--- config.mk ---
export PLATFORM = sky130hd
export DESIGN_NAME = lcd_msg_seq
export DESIGN_NICKNAME = d
export VERILOG_FILES = /design/src/rtl/lcd_msg_seq.sv
export SDC_FILE = /design/constraint.sdc
export NUM_CORES = 1
export LEC_CHECK = 0
export CORE_MARGIN = 2
export CORE_UTILIZATION = 30
export CTS_CLUSTER_DIAMETER = 80
export CTS_CLUSTER_SIZE = 16
export DETAILED_ROUTE_END_ITERATION = 16
export SLEW_MARGIN = 20
export SYNTH_ARGS = -nofsm -noshare
export SYNTH_HDL_FRONTEND = slang
export SYNTH_SLANG_ARGS = --single-unit
--- constraint.sdc ---
create_clock -name clk -period 10 [get_ports clk]
set_clock_uncertainty 0.2 [all_clocks]
set_input_delay 2 -clock clk [delete_from_list [all_inputs] [get_ports clk]]
set_output_delay 2 -clock clk [all_outputs]
set_load 0.05 [all_outputs]
--- src/rtl/lcd_msg_seq.sv ---
// ============================================================================
// Module   : lcd_msg_seq
// Brief    : Registered door-lock LCD text generator with countdown digits,
//            WARNING blink and update/ack handshake toward the LCD driver.
// Revision : 1.0 - initial release
// ============================================================================
`default_nettype none

module lcd_msg_seq #(
  parameter int COLS      = 16,
  parameter int BLINK_CYC = 50_000_000
) (
  input  logic              clk,
  input  logic              rst,
  input  logic [2:0]        state_i,
  input  logic              eval_i,
  input  logic              success_i,
  input  logic [7:0]        wait_sec_i,
  input  logic              upd_ack_i,
  output logic [8*COLS-1:0] lcd_h0_o,
  output logic [8*COLS-1:0] lcd_h1_o,
  output logic              upd_o
);

  typedef enum logic [2:0] {
    ST_IDLE    = 3'd0,
    ST_WAIT    = 3'd1,
    ST_OPEN    = 3'd2,
    ST_CLOSE   = 3'd3,
    ST_NEW     = 3'd4,
    ST_EXIT    = 3'd5,
    ST_WRONG   = 3'd6,
    ST_WARNING = 3'd7
  } lock_state_e;

  localparam int              CW        = (BLINK_CYC > 2) ? $clog2(BLINK_CYC) : 1;
  localparam logic [CW-1:0]   C_CNT_MAX = CW'(BLINK_CYC - 1);
  localparam logic [127:0]    C_IDLE0   = "Enter password  ";
  localparam logic [127:0]    C_IDLE1   = "    to open     ";

  lock_state_e       st;
  logic [6:0]        sat;
  logic [6:0]        tens;
  logic [6:0]        ones;
  logic [7:0]        tens_a;
  logic [7:0]        ones_a;
  logic [127:0]      line0;
  logic [127:0]      line1;
  logic [8*COLS-1:0] lcd_h0_d, lcd_h0_q;
  logic [8*COLS-1:0] lcd_h1_d, lcd_h1_q;
  logic              upd_d, upd_q;
  logic [CW-1:0]     cnt_d, cnt_q;
  logic              hidden_d, hidden_q;
  logic              diff;

  assign st     = lock_state_e'(state_i);
  assign sat    = (wait_sec_i > 8'd99) ? 7'd99 : wait_sec_i[6:0];
  assign tens   = sat / 7'd10;
  assign ones   = sat % 7'd10;
  assign tens_a = 8'h30 + {1'b0, tens};
  assign ones_a = 8'h30 + {1'b0, ones};

  always_comb begin
    line0 = C_IDLE0;
    line1 = C_IDLE1;
    case (st)
      ST_IDLE: begin
        line0 = C_IDLE0;
        line1 = C_IDLE1;
      end
      ST_WAIT: begin
        line0 = "Correct, press #";
        line1 = "open or 3* new  ";
      end
      ST_OPEN: begin
        line0 = eval_i ? "Open over 30s   " : "Door opening    ";
        line1 = eval_i ? "Please press #,*" : "To close press #";
      end
      ST_CLOSE: begin
        line0 = {"Door close in ", tens_a, ones_a};
        line1 = "To open press # ";
      end
      ST_NEW: begin
        line0 = "Enter new pass  ";
        line1 = "Save press # 3s ";
      end
      ST_EXIT: begin
        line0 = success_i ? "Successfully sav" : "Fail to save new";
        line1 = success_i ? "e new pass, EXIT" : "pass, EXIT      ";
      end
      ST_WRONG: begin
        line0 = "Wrong pass!     ";
        line1 = {"Wait after: ", tens_a, ones_a, "s "};
      end
      ST_WARNING: begin
        line0 = hidden_q ? {16{8'h20}} : "Wrong pass!     ";
        line1 = "Try again       ";
      end
      default: begin
        line0 = C_IDLE0;
        line1 = C_IDLE1;
      end
    endcase
  end

  // Text occupies the leftmost 16 characters; any extra columns stay blank.
  always_comb begin
    lcd_h0_d = {COLS{8'h20}};
    lcd_h1_d = {COLS{8'h20}};
    lcd_h0_d[8*COLS-1 -: 128] = line0;
    lcd_h1_d[8*COLS-1 -: 128] = line1;
  end

  assign diff = (lcd_h0_d != lcd_h0_q) || (lcd_h1_d != lcd_h1_q);

  // A fresh difference beats a concurrent ack so the driver never misses a redraw.
  always_comb begin
    upd_d = upd_q;
    if (diff) begin
      upd_d = 1'b1;
    end else if (upd_q && upd_ack_i) begin
      upd_d = 1'b0;
    end
  end

  always_comb begin
    cnt_d    = '0;
    hidden_d = 1'b0;
    if (st == ST_WARNING) begin
      if (cnt_q == C_CNT_MAX) begin
        cnt_d    = '0;
        hidden_d = ~hidden_q;
      end else begin
        cnt_d    = cnt_q + 1'b1;
        hidden_d = hidden_q;
      end
    end
  end

  always_ff @(posedge clk) begin
    if (rst) begin
      lcd_h0_q <= {COLS{8'h20}};
      lcd_h1_q <= {COLS{8'h20}};
      lcd_h0_q[8*COLS-1 -: 128] <= C_IDLE0;
      lcd_h1_q[8*COLS-1 -: 128] <= C_IDLE1;
      upd_q    <= 1'b1;
      cnt_q    <= '0;
      hidden_q <= 1'b0;
    end else begin
      if (diff) begin
        lcd_h0_q <= lcd_h0_d;
        lcd_h1_q <= lcd_h1_d;
      end
      upd_q    <= upd_d;
      cnt_q    <= cnt_d;
      hidden_q <= hidden_d;
    end
  end

  assign lcd_h0_o = lcd_h0_q;
  assign lcd_h1_o = lcd_h1_q;
  assign upd_o    = upd_q;

endmodule

`default_nettype wire

==> metrics <==
DIE WIDTH 200 µm; RePlAce Congestion 0.989; total CTS buffers 17; Avg Vias per Cell 5.60; Peak Freq 0.111 GHz; largest net degree at the start of global routing 67; grt total ovfl 0; detailed placer's ending HPWL 39000 µm; Starting Density 0.305; H-tree levels 4; setup repair after global routing missed its margin false; Gate Count Post-Synth 1455; final worst path period share 0.898; fin. max-slew vios 0; row count 71; Final Core Density 0.379; die area 0.0398 mm²; EDFF count, synth 0; Detailed Route WL 51600 µm; Setup Buffers After CTS 0; Main synth FF type dfxtp_1; Pre-antenna DRT Iters 6; initial antenna violation count 0; critical path required time 10.13 ns; Worst-Skew Late Latency 0.46 ns; Total GRT Usage 0.255; Seq cells post-synth 192; YS warnings 0; Max Cap Viol 0; # diodes 0; post-DR wirelength/cell 24.4 µm; Arr. time, crit path 9.10 ns; setup TNS 0 ns; Nets 1620; synth unique cells 99; power per cell area 162 mW/mm²; CP startpoint kind primary input; global-route wire length before repair 73700 µm; clock root buffer clkbuf_16; CTS tree yes; Worst-Margin Slew 1.10 ns; most frequent cells in the layout clkdlybuf4s50_1 (215), dfxtp_1 (192), nor2_1 (167); placed cell areas 0.0136 mm²; I/O Pins 273; asr flop ratio synth 0; Syn-to-layout area delta 24.3%; Final Hold Vio Count 0; critical path capture point type register; CTS max path bufs 2; cells resized by post-CTS repair 0; worst-path maximum fanout 11; Crit Path Class in -> reg; status completed; final setup fails 0; sequential cell area fraction in the yosys report 0.335; hold crit path type reg -> reg; Max IR drop VDD 0.121 mV; Worst-path clk slew 0.08 ns; Placeable Area 0.0377 mm²; mapped cell area 0.0115 mm²; share of cells above drive strength 1 0.0753; most common cell after layout, fill and taps aside clkdlybuf4s50_1; Synth Area per Inst 7.89 µm²; DR vias 11900; Static Leakage 0.00523 µW; I/O Buffers 219; DRC errors left 0; clock sinks 192; Design Area, Final 0.0143 mm²; hold buffers post-CTS 0; Detailed Route Iter0 Violations 1258; min cycle time layout 8.98 ns; Hold Slack 0.272 ns; Routed Antenna Nets 0; vias in the first global route 11000; die height 200 µm; Max-slew headroom 0.258
-- worst max-delay path, stage by stage --
cell and delay [ns]:
clkdlybuf4s50_1 0.61, o311a_1 0.49, nor3_1 0.16, ha_1 0.35, nor3_1 0.13, o31a_1 0.35, ha_1 0.24, nor2_1 0.14
o31ai_1 0.17, a31o_2 0.29, a211oi_1 0.33, o21ai_1 0.23, a311oi_1 0.36, a21o_1 0.19, ha_1 0.31, nand2_1 0.10
a21oi_1 0.07, o31ai_1 0.34, xor2_1 0.12, nor4_1 0.29, o211ai_1 0.13, or4_1 0.51, nor4_1 0.42, buf_4 0.20
nand4b_1 0.13, a2111oi_2 0.34, nand4_1 0.11
-- cells by family after synthesis --
group                      after synthesis  share of synthesized area
muxes                                   10                    0.00916
other                                    2                   0.000654
DFF                                    192                      0.335
xor gates and xnor gates                86                     0.0656
and+or+nand+nor                        569                      0.253
AOI/OAI and AO/OA                      371                      0.216
adders and majority gates               11                     0.0118
buffers and inverters                  214                      0.108
-- power breakdown --
group	internal [µW]	switching, µW
clock network	420	335
registers	802	53.4
logic	207	487
-- final timing paths --
check | startpoint | to | slack [ns] | cells after the start
worst max register to register | hidden_q | upd_o | 5.27 | 13
worst min-delay path | cnt_q[0] | cnt_q[0] | 0.27 | 1
worst max-delay path | wait_sec_i[4] | upd_o | 1.02 | 27
worst min register to register | cnt_q[0] | cnt_q[0] | 0.27 | 1
-- metrics by stage --
stage / cells / setup WS, ns / power [µW]
2_1_floorplan: 1508 / 2.24 / 1340
3_3_place_gp: 2086 / 0.773 / 1550
3_5_place_dp: 2086 / 0.639 / 1550
4_1_cts: 2118 / 1.08 / 2300
5_1_grt: 2118 / 0.369 / 2380
6_report: 2118 / 1.02 / 2310
-- layer usage --
| layer | GRT usage | part of all wire |
|---|---|---|
| met5 | 0 | 0 |
| met4 | 0.126 | 0.048 |
| met3 | 0.0462 | 0.087 |
| met2 | 0.392 | 0.44 |
| met1 | 0.343 | 0.43 |
-- Yosys cell counts, types with 9 or more instances --
| cell type | count | share of area |
|---|---|---|
| a21oi_1 | 107 | 0.047 |
| buf_2 | 31 | 0.014 |
| a21o_1 | 12 | 0.0078 |
| o22ai_1 | 17 | 0.0093 |
| ha_1 | 10 | 0.011 |
| nor4_1 | 26 | 0.014 |
| a211oi_1 | 16 | 0.010 |
| nand2b_1 | 27 | 0.015 |
| a31oi_1 | 16 | 0.0087 |
| o2111ai_1 | 11 | 0.0084 |
| o211ai_1 | 9 | 0.0059 |
| inv_1 | 21 | 0.0069 |
| xor2_1 | 38 | 0.029 |
| nand3_1 | 37 | 0.016 |
| nand4_1 | 16 | 0.0087 |
| or2_2 | 10 | 0.0055 |
| nor2_1 | 167 | 0.055 |
| dfxtp_1 | 192 | 0.33 |
| or3_1 | 23 | 0.013 |
| o21ai_0 | 65 | 0.028 |
| a22oi_1 | 10 | 0.0065 |
| nand2_1 | 123 | 0.040 |
| nor2b_1 | 19 | 0.010 |
| nor3_1 | 42 | 0.018 |
| buf_4 | 101 | 0.066 |
| and3_1 | 13 | 0.0071 |
| xnor2_1 | 48 | 0.037 |
| clkbuf_1 | 45 | 0.015 |
| nand3b_1 | 10 | 0.0065 |
-- layout make-up --
cell class / instances / area [µm²]
timing repair buffer: 255 / 2440
multi-input combinational: 1102 / 6610
tap: 511 / 639
inverter: 26 / 97.6
clock buffer: 20 / 467
sequential: 192 / 3840
fill: 3942 / 23400
clock inverter: 12 / 170
-- registers in the layout (all words and copies together), names as in the netlist --
signal	cells
lcd_h1_o	84
lcd_h0_o	80
cnt_q	26
hidden_q	1
upd_o	1
No activity file was read; power rests on OpenSTA's default activity.
